File: config.mk
export PLATFORM = sky130hd
export DESIGN_NAME = ifetch_ctrl_flat
export DESIGN_NICKNAME = d
export VERILOG_FILES = /design/src/rtl/ifetch_ctrl_pkg.sv /design/src/rtl/ifetch_ctrl_if.sv /design/src/rtl/ifetch_out_reg.sv /design/src/rtl/ifetch_ctrl.sv /design/src/flat_wrapper.sv
export SDC_FILE = /design/constraint.sdc
export NUM_CORES = 1
export LEC_CHECK = 0
export CORE_MARGIN = 3
export CORE_UTILIZATION = 44
export DETAILED_ROUTE_END_ITERATION = 16
export GPL_TIMING_DRIVEN = 0
export PLACE_DENSITY = 0.73
export RECOVER_POWER = 25
export SETUP_SLACK_MARGIN = 0.15
export SLEW_MARGIN = 20
export SYNTH_ARGS = -nofsm -noshare
export SYNTH_HDL_FRONTEND = slang
export SYNTH_HIERARCHICAL = 1
export SYNTH_SLANG_ARGS = --single-unit
File: constraint.sdc
create_clock -name clk -period 1.97 [get_ports clk]
set_clock_uncertainty 0.05 [all_clocks]
set_input_delay 0.2955 -clock clk [delete_from_list [all_inputs] [get_ports clk]]
set_output_delay 0.2955 -clock clk [all_outputs]
set_load 0.02 [all_outputs]
File: src/rtl/ifetch_ctrl_pkg.sv
`default_nettype none
// ============================================================================
// Module   : ifetch_ctrl_pkg
// Brief    : Shared widths, exception bit indices, NOP encoding and fetch
//            FSM state encoding for the instruction fetch controller.
// Revision : 1.0 - initial release
// ============================================================================
package ifetch_ctrl_pkg;

  // Default datapath widths (REG_BUS / EXCP_BUS)
  localparam int DEF_XLEN   = 64;
  localparam int DEF_INST_W = 32;
  localparam int DEF_EXCP_W = 16;

  // Instruction substituted when a fetch faults (addi x0, x0, 0)
  localparam logic [31:0] DEF_NOP_INST = 32'h0000_0013;

  // Exception vector bit positions
  localparam int EXCP_INST_MISAL     = 0;
  localparam int EXCP_INST_ACC_FAULT = 1;

  // Fetch FSM state encoding
  localparam int              ST_W     = 3;
  localparam logic [ST_W-1:0] ST_IDLE  = 3'd0;
  localparam logic [ST_W-1:0] ST_REQ   = 3'd1;
  localparam logic [ST_W-1:0] ST_WAIT  = 3'd2;
  localparam logic [ST_W-1:0] ST_HOLD  = 3'd3;
  localparam logic [ST_W-1:0] ST_DRAIN = 3'd4;

  typedef enum logic [ST_W-1:0] {
    S_IDLE  = ST_IDLE,
    S_REQ   = ST_REQ,
    S_WAIT  = ST_WAIT,
    S_HOLD  = ST_HOLD,
    S_DRAIN = ST_DRAIN
  } fetch_state_e;

  typedef logic [DEF_XLEN-1:0]   reg_bus_t;
  typedef logic [DEF_EXCP_W-1:0] excp_bus_t;

endpackage
`default_nettype wire

File: src/rtl/ifetch_ctrl_if.sv
`default_nettype none
// ============================================================================
// Module   : ifetch_ctrl_if
// Brief    : Instruction-memory port and decode-stage handshake bundle of the
//            fetch controller. master = fetch controller, slave = environment
//            (memory + decode).
// Revision : 1.0 - initial release
// ============================================================================
interface ifetch_ctrl_if
  import ifetch_ctrl_pkg::*;
#(
  parameter int XLEN   = DEF_XLEN,
  parameter int INST_W = DEF_INST_W,
  parameter int EXCP_W = DEF_EXCP_W
) ();

  // Instruction memory request / response
  logic              imem_req_valid;
  logic              imem_req_ready;
  logic [XLEN-1:0]   imem_req_addr;
  logic              imem_resp_valid;
  logic [INST_W-1:0] imem_resp_data;
  logic              imem_resp_err;

  // Decode-stage handshake
  logic              id_valid;
  logic              id_ready;
  logic [XLEN-1:0]   id_pc;
  logic [INST_W-1:0] id_inst;
  logic [EXCP_W-1:0] id_excp;

  modport master (
    output imem_req_valid, imem_req_addr,
    input  imem_req_ready,
    input  imem_resp_valid, imem_resp_data, imem_resp_err,
    output id_valid, id_pc, id_inst, id_excp,
    input  id_ready
  );

  modport slave (
    input  imem_req_valid, imem_req_addr,
    output imem_req_ready,
    output imem_resp_valid, imem_resp_data, imem_resp_err,
    input  id_valid, id_pc, id_inst, id_excp,
    output id_ready
  );

endinterface
`default_nettype wire

File: src/rtl/ifetch_out_reg.sv
`default_nettype none
// ============================================================================
// Module   : ifetch_out_reg
// Brief    : Decode-facing output register {pc, inst, excp, valid}. Loaded on
//            entry to HOLD, valid drops on handshake, everything clears on
//            clear (redirect) or reset.
// Revision : 1.0 - initial release
// ============================================================================
module ifetch_out_reg
  import ifetch_ctrl_pkg::*;
#(
  parameter int XLEN   = DEF_XLEN,
  parameter int INST_W = DEF_INST_W,
  parameter int EXCP_W = DEF_EXCP_W
) (
  input  logic              clk,
  input  logic              rst,
  input  logic              load_i,
  input  logic              clear_i,
  input  logic              ready_i,
  input  logic [XLEN-1:0]   pc_i,
  input  logic [INST_W-1:0] inst_i,
  input  logic [EXCP_W-1:0] excp_i,
  output logic              valid_o,
  output logic [XLEN-1:0]   pc_o,
  output logic [INST_W-1:0] inst_o,
  output logic [EXCP_W-1:0] excp_o
);

  logic              valid_q;
  logic [XLEN-1:0]   pc_q;
  logic [INST_W-1:0] inst_q;
  logic [EXCP_W-1:0] excp_q;

  // Payload only changes on load; after a handshake it keeps its last value.
  always_ff @(posedge clk) begin
    if (rst || clear_i) begin
      valid_q <= 1'b0;
      pc_q    <= '0;
      inst_q  <= '0;
      excp_q  <= '0;
    end else if (load_i) begin
      valid_q <= 1'b1;
      pc_q    <= pc_i;
      inst_q  <= inst_i;
      excp_q  <= excp_i;
    end else if (valid_q && ready_i) begin
      valid_q <= 1'b0;
    end
  end

  assign valid_o = valid_q;
  assign pc_o    = pc_q;
  assign inst_o  = inst_q;
  assign excp_o  = excp_q;

endmodule
`default_nettype wire

File: src/rtl/ifetch_ctrl.sv
`default_nettype none
// ============================================================================
// Module   : ifetch_ctrl
// Brief    : Single-outstanding instruction fetch controller between the PC
//            generator and decode. Issues one imem request per PC, registers
//            the response and hands {pc, inst, excp} to decode; redirects
//            (flush) discard in-flight fetches via a DRAIN state.
// Revision : 1.0 - initial release
// ============================================================================
module ifetch_ctrl
  import ifetch_ctrl_pkg::*;
#(
  parameter int          XLEN     = DEF_XLEN,
  parameter int          INST_W   = DEF_INST_W,
  parameter int          EXCP_W   = DEF_EXCP_W,
  parameter logic [31:0] NOP_INST = DEF_NOP_INST
) (
  input  logic              clk,
  input  logic              rst,
  input  logic [XLEN-1:0]   pc_i,
  input  logic [EXCP_W-1:0] pc_excp_i,
  output logic              pc_advance,
  input  logic              flush,
  ifetch_ctrl_if.master     bus
);

  fetch_state_e      state_q;
  logic [XLEN-1:0]   fpc_q;
  logic [EXCP_W-1:0] fexcp_q;
  logic              req_valid_q;
  logic [XLEN-1:0]   req_addr_q;

  logic              out_load;
  logic [XLEN-1:0]   out_pc;
  logic [INST_W-1:0] out_inst;
  logic [EXCP_W-1:0] out_excp;

  logic              id_valid_w;
  logic [XLEN-1:0]   id_pc_w;
  logic [INST_W-1:0] id_inst_w;
  logic [EXCP_W-1:0] id_excp_w;

  logic              req_hs;

  assign req_hs = req_valid_q && bus.imem_req_ready;

  // Fetch FSM with registered request outputs; flush overrides normal flow.
  always_ff @(posedge clk) begin
    if (rst) begin
      state_q     <= S_IDLE;
      fpc_q       <= '0;
      fexcp_q     <= '0;
      req_valid_q <= 1'b0;
      req_addr_q  <= '0;
    end else if (flush) begin
      req_valid_q <= 1'b0;
      unique case (state_q)
        // An accepted request still owes a response, so it must be drained.
        S_REQ:   state_q <= req_hs ? S_DRAIN : S_IDLE;
        S_WAIT:  state_q <= bus.imem_resp_valid ? S_IDLE : S_DRAIN;
        // Drain keeps waiting for its one response; if it arrives now it is
        // the discarded one and nothing remains outstanding.
        S_DRAIN: state_q <= bus.imem_resp_valid ? S_IDLE : S_DRAIN;
        default: state_q <= S_IDLE;
      endcase
    end else begin
      unique case (state_q)
        S_IDLE: begin
          fpc_q   <= pc_i;
          fexcp_q <= pc_excp_i;
          if (pc_excp_i != '0) begin
            // Faulting PC: no memory access, NOP goes straight to decode.
            state_q <= S_HOLD;
          end else begin
            state_q     <= S_REQ;
            req_valid_q <= 1'b1;
            req_addr_q  <= pc_i;
          end
        end
        S_REQ: begin
          if (bus.imem_req_ready) begin
            req_valid_q <= 1'b0;
            state_q     <= S_WAIT;
          end
        end
        S_WAIT: begin
          if (bus.imem_resp_valid) state_q <= S_HOLD;
        end
        S_HOLD: begin
          if (bus.id_ready) state_q <= S_IDLE;
        end
        S_DRAIN: begin
          if (bus.imem_resp_valid) state_q <= S_IDLE;
        end
        default: state_q <= S_IDLE;
      endcase
    end
  end

  // Select what the output register captures on entry to HOLD.
  always_comb begin
    out_load = 1'b0;
    out_pc   = fpc_q;
    out_inst = bus.imem_resp_err ? NOP_INST[INST_W-1:0] : bus.imem_resp_data;
    out_excp = fexcp_q;
    out_excp[EXCP_INST_ACC_FAULT] = fexcp_q[EXCP_INST_ACC_FAULT] | bus.imem_resp_err;
    if (!flush) begin
      unique case (state_q)
        S_IDLE: begin
          if (pc_excp_i != '0) begin
            out_load = 1'b1;
            out_pc   = pc_i;
            out_inst = NOP_INST[INST_W-1:0];
            out_excp = pc_excp_i;
          end
        end
        S_WAIT:  out_load = bus.imem_resp_valid;
        default: out_load = 1'b0;
      endcase
    end
  end

  ifetch_out_reg #(
    .XLEN   (XLEN),
    .INST_W (INST_W),
    .EXCP_W (EXCP_W)
  ) u_out_reg (
    .clk     (clk),
    .rst     (rst),
    .load_i  (out_load),
    .clear_i (flush),
    .ready_i (bus.id_ready),
    .pc_i    (out_pc),
    .inst_i  (out_inst),
    .excp_i  (out_excp),
    .valid_o (id_valid_w),
    .pc_o    (id_pc_w),
    .inst_o  (id_inst_w),
    .excp_o  (id_excp_w)
  );

  assign bus.imem_req_valid = req_valid_q;
  assign bus.imem_req_addr  = req_addr_q;
  assign bus.id_valid       = id_valid_w;
  assign bus.id_pc          = id_pc_w;
  assign bus.id_inst        = id_inst_w;
  assign bus.id_excp        = id_excp_w;

  // The PC steps only on an accepted, non-redirected decode handshake.
  assign pc_advance = !rst && !flush && (state_q == S_HOLD) && id_valid_w && bus.id_ready;

  // Only one request is ever in flight, so responses are legal only while
  // waiting for or draining that request.
  a_resp_expected: assert property (@(posedge clk) disable iff (rst)
    bus.imem_resp_valid |-> (state_q == S_WAIT || state_q == S_DRAIN));

endmodule
`default_nettype wire

File: src/flat_wrapper.sv
// flat-port wrapper written by rule: the top's interface ports become plain ports
module ifetch_ctrl_flat import ifetch_ctrl_pkg::*;
#(
  parameter int          XLEN     = DEF_XLEN,
  parameter int          INST_W   = DEF_INST_W,
  parameter int          EXCP_W   = DEF_EXCP_W,
  parameter logic [31:0] NOP_INST = DEF_NOP_INST
)
  (clk, rst, pc_i, pc_excp_i, pc_advance, flush, bus_imem_req_valid, bus_imem_req_addr, bus_imem_req_ready, bus_imem_resp_valid, bus_imem_resp_data, bus_imem_resp_err, bus_id_valid, bus_id_pc, bus_id_inst, bus_id_excp, bus_id_ready);
  ifetch_ctrl_if #(.XLEN(XLEN), .INST_W(INST_W), .EXCP_W(EXCP_W)) bus_i ();
  input  logic clk;
  input  logic rst;
  input  logic [XLEN-1:0] pc_i;
  input  logic [EXCP_W-1:0] pc_excp_i;
  output logic pc_advance;
  input  logic flush;
  output wire logic [$bits(bus_i.imem_req_valid)-1:0] bus_imem_req_valid;
  output wire logic [$bits(bus_i.imem_req_addr)-1:0] bus_imem_req_addr;
  input wire logic [$bits(bus_i.imem_req_ready)-1:0] bus_imem_req_ready;
  input wire logic [$bits(bus_i.imem_resp_valid)-1:0] bus_imem_resp_valid;
  input wire logic [$bits(bus_i.imem_resp_data)-1:0] bus_imem_resp_data;
  input wire logic [$bits(bus_i.imem_resp_err)-1:0] bus_imem_resp_err;
  output wire logic [$bits(bus_i.id_valid)-1:0] bus_id_valid;
  output wire logic [$bits(bus_i.id_pc)-1:0] bus_id_pc;
  output wire logic [$bits(bus_i.id_inst)-1:0] bus_id_inst;
  output wire logic [$bits(bus_i.id_excp)-1:0] bus_id_excp;
  input wire logic [$bits(bus_i.id_ready)-1:0] bus_id_ready;
  assign bus_imem_req_valid = bus_i.imem_req_valid;
  assign bus_imem_req_addr = bus_i.imem_req_addr;
  assign bus_i.imem_req_ready = bus_imem_req_ready;
  assign bus_i.imem_resp_valid = bus_imem_resp_valid;
  assign bus_i.imem_resp_data = bus_imem_resp_data;
  assign bus_i.imem_resp_err = bus_imem_resp_err;
  assign bus_id_valid = bus_i.id_valid;
  assign bus_id_pc = bus_i.id_pc;
  assign bus_id_inst = bus_i.id_inst;
  assign bus_id_excp = bus_i.id_excp;
  assign bus_i.id_ready = bus_id_ready;
  ifetch_ctrl #(.XLEN(XLEN), .INST_W(INST_W), .EXCP_W(EXCP_W), .NOP_INST(NOP_INST)) u_core (.clk(clk), .rst(rst), .pc_i(pc_i), .pc_excp_i(pc_excp_i), .pc_advance(pc_advance), .flush(flush), .bus(bus_i));
endmodule
==> flow_results.org <==
** Setup path
- The worst register-to-register path begins at u_core/state_q[2].
- The worst setup path is captured at a flip-flop.
- The critical path goes through buf_6 > or4_4 > a41o_4 > buf_8 > clkbuf_16 > clkbuf_16 > nand2_2 > o21ai_1 > mux2i_1 > nor2_1.
- Number of cell instances on the worst register-to-register path :: 10
- Of all nets on the critical path, the largest fanout is 6.
- The largest individual stage delay along the critical path comes from the cell or4_4.
- Startpoint type of the worst setup path :: flip-flop
- Data on the critical path arrives at its endpoint at about 2500 ps.
- CP Launch Point :: u_core/state_q[2]
- The worst register-to-register path has a setup slack of -170 ps.
- For this run, the slowest stage of the critical path takes 460 ps.
- Most prevalent standard cell on the critical path :: clkbuf_16
- At the worst endpoint, the required time is 2350 ps.
- The worst setup path is of the flip-flop to flip-flop kind.
- R2R Path End :: u_core/u_out_reg/pc_o[34]

** Yosys
- Netlist area before placement :: 10900 sq um
- The number of nets handed over by synthesis was 1442.
- Sequential cell area fraction in the yosys report :: 0.481
- Share of synthesized cell area in and, or, nand and nor gates :: 0.200
- dfxtp_1 takes more of the synthesized area than any other cell.
- By area, the combinational part of the netlist is dominated by simple AND/OR/NAND/NOR gates.
- Synthesized-area fraction occupied by adder cells :: 0
- Yosys top cell area share :: 0.481
- Cell types with the largest area share after synthesis :: dfxtp_1 48%, mux2i_1 10%, nand2_1 8.8%, a21oi_1 6.7%, o21ai_0 4.1%
- Leading post-synthesis cells by instance count :: 261 x dfxtp_1, 255 x nand2_1, 146 x a21oi_1
- Synth Flop Type :: dfxtp_1
- Synthesis warning total :: 6
- In this run, synthesis inferred 0 flip-flops with an integrated enable.
- Of the total synthesized cell area, the portion taken by XOR and XNOR cells is 0.
- In this run, distinct cell masters in the synthesized netlist total 36.
- Counting flops with an async set or reset pin after synthesis yields a share of 0.
- The synthesized-area fraction occupied by ao, oa, aoi and oai cells was 0.134.
- Most used standard cell by instance count after synthesis :: dfxtp_1
- Mean area per synthesized cell :: 8.21 sq um
- Mux contribution to synthesized area :: 0.104
- In this run, synthesis produced a sequential element count of 261.
- Number of instances in the synthesized netlist :: about 1300

** Outcome
- The final reports fail on negative hold slack, negative setup slack.
- Run status :: complete, but fails checks

** Flow run
- Max-cap violations in this run came to 0.

** STA
- Dividing the final minimum period by the clock period gives 1.09.
- Setup repair after global routing could not meet its margin everywhere.
- Minimum period implied by the final worst setup slack :: 2140 ps
- At the pin with the least slew margin, the transition time is around 760 ps.
- Final hold violation count :: 1
- Max-slew violation total from the final report :: 0
- Upper clock frequency limit :: 467 MHz
- In this run the tightest slew margin relative to its limit is 0.492.
- Setup violations remaining at the end of the flow were counted as 96.
- Final worst slack :: -172 ps
- Across all hold checks on the routed design, the worst slack comes to -3.24 ps.

** Clocking
- For this design, the sink count on the clock tree is approximately 260.
- In this run the clock root is driven by a clkbuf_16.
- At the later pin of the worst-skew pair, clock insertion delay measures 540 ps.
- Deepest clock path buffer count :: 3
- Deepest level of the CTS H-tree :: 1
- In this run, CTS created clock tree buffers numbering 29.
- Clock-pin slew was measured on the worst setup and hold paths at ~60 ps.
- TritonCTS clock tree :: yes

** Layout
- The net count of the finished layout is roughly 1800.
- The area growth from synthesis to layout is 55.1%.
- Leaving out filler cells and counting taps, the final layout contains ~2000.
- For this run, the share of the core covered by cells in the final layout is 0.705.
- The repair_antennas step left the layout with diodes totalling 0.
- Share of final-layout standard cells stronger than drive strength 1 :: 0.208

** Power
- Standby leakage power :: slightly below 7 nW
- Power per cell area :: 803 nW/um^2
- Worst IR drop on VDD :: approximately 0.00063 V
- Power comes to 13.5 mW.

** Die
- Floorplan die width :: 163 um
- Die Y :: 163 um
- Area enclosed by the die boundary :: 26600 sq um
- The floorplan has 56 rows.
- Core box area :: about 24000 sq um
- For this configuration, the core starts out at a cell density of 0.455.
- During I/O placement, the number of pins put on the boundary was 298.

** Placed design
- Count of port buffers added during placement :: around 300
- Post-detail-place hpwl :: 24.9 mm
- Cells after DPL :: between 1500 and 2000
- Weighted congestion reported at the end of routability-driven placement :: 0.863
- Worst-case setup slack after placement :: -1200 ps

** Global routing
- For this run, global-route usage on met2 was measured as 0.421.
- For met1 alone, demand over resource in global routing was 0.303.
- Across every metal layer, demand over resource in global routing totals 0.247.
- The first global-routing pass estimated 53.1 mm of wire.
- In the global route stage, met3 resource usage came out at 0.0781.
- Global routing finished with a remaining overflow of 0.
- The number of antenna violations at the first check in global routing was 2.
- Most Used Layer, Global Route :: met2
- Maximum number of pins on one net before global-route repair :: 15
- The via count of the first global-routing pass was 9990.

** Hold path
- Worst hold stages :: 3
- The worst hold path terminates at u_core/fexcp_q[11].
- Worst hold-check path type :: input pin to flip-flop
- Launch instance of the worst min-delay path :: pc_excp_i[11]

** Drt
- After detailed routing, the number of remaining DRC violations is 0.
- Drt first pass iters :: 6
- Using the TritonRoute via totals, the vias-per-cell ratio works out to about 5.
- The routed layout has 10400 vias.
- Once detail routing completed, the nets flagged for antenna violations numbered 0.
- The final layout contains routed wiring with a total length of between 30 and 40 mm.
- Drt first-iter violations :: 632
- In the final routed layout, each cell accounts on average for roughly 18 um.
power breakdown:
group,leakage (nW),switching (mW),internal (mW)
Sequential,2.12,0.0902,5.44
Clock,0.513,2.15,3.69
Combinational,4.18,1.11,1.05
Total,6.81,3.35,10.2
cells by family (layout without fill, tap and decap cells):
| logic type | count (synthesis) | in the layout |
|---|---|---|
| flops | 261 | 261 |
| compound gates | 283 | 283 |
| buf+inv | 176 | 569 |
| mux | 113 | 113 |
| simple gates | 490 | 490 |
worst max path at each step:
stage	slack [ps]	end
detailed placement	-1200	u_core/u_out_reg/pc_o[30]
global route	-230	u_core/u_out_reg/pc_o[34]
global placement	-1230	u_core/u_out_reg/inst_o[21]
floorplan	20	u_core/u_out_reg/inst_o[22]
CTS	-150	u_core/u_out_reg/pc_o[40]
finish	-170	u_core/u_out_reg/pc_o[34]
layer usage:
layer	up-vias	share of wire	wire (um)
met5	-	0.00075	27
met4	4	0.026	933
met3	68	0.090	3220
met2	402	0.48	17200
met1	4825	0.40	14500
li1	5119	-	-
critical path, delay by kind of cell, from the launching register on:
kind	cells	cell delay (ps)
AO/OA/AOI/OAI	2	340
flip-flops	1	310
AND/OR/NAND/NOR	3	580
multiplexers	1	160
buffers and inverters	4	580
cell type report:
class / instances / area [sq um]
clock buffer: 45 / 876
timing repair buffer: 340 / 3400
clock inverter: 8 / 169
tap: 319 / 399
fill: 1862 / 7040
sequential: 261 / 5230
multi-input combinational: 886 / 5420
inverter: 67 / 251
buffer: 109 / 1110
state kept, by name, summed over array words and instances, names as in the netlist:
signal / flops
u_core/u_out_reg/pc_o: 64
u_core/u_out_reg/valid_o: 1
u_core/bus.imem_req_addr: 64
u_core/fexcp_q: 16
u_core/state_q: 3
u_core/u_out_reg/excp_o: 16
u_core/bus.imem_req_valid: 1
u_core/u_out_reg/inst_o: 32
u_core/fpc_q: 64
metrics by stage:
step	cell area [sq um]	TNS, ps
6_report	16900	-8180
5_1_grt	16900	-15310
4_1_cts	15900	-7410
3_5_place_dp	14300	-240730
3_3_place_gp	14300	-250910
2_1_floorplan	11000	0
repair_timing:
action,4_1_cts,5_1_grt
buffers inserted,19,11
gates resized for setup,150,385
cloned,5,6
setup endpoints to repair,437,428
endpoints found under the hold margin,0,2
pin swaps,9,24
hold buffers,0,2
cells in the final DEF, fill, tap and decap left out, drive strengths merged:
master	n
dfxtp	261
nand2	255
clkdlybuf4s50	248
a21oi	147
o21ai	130
nor2	120
clkbuf	116
mux2i	112
buf	104
inv	68
or3	65
and2	29
dlymetal6s2s	16
nor4	7
bufinv	5
dlygate4sd2	5
nand2b	4
clkdlybuf4s15	3
clkinv	2
a221oi	2
dlygate4sd3	2
or4	2
nand4	2
a41o	1
nor2b	1
nor4b	1
nor3b	1
nand3	1
mux2	1
nand3b	1
o2bb2ai	1
a31oi	1
a211oi	1
or2	1
(Power assumes the default switching activity.)
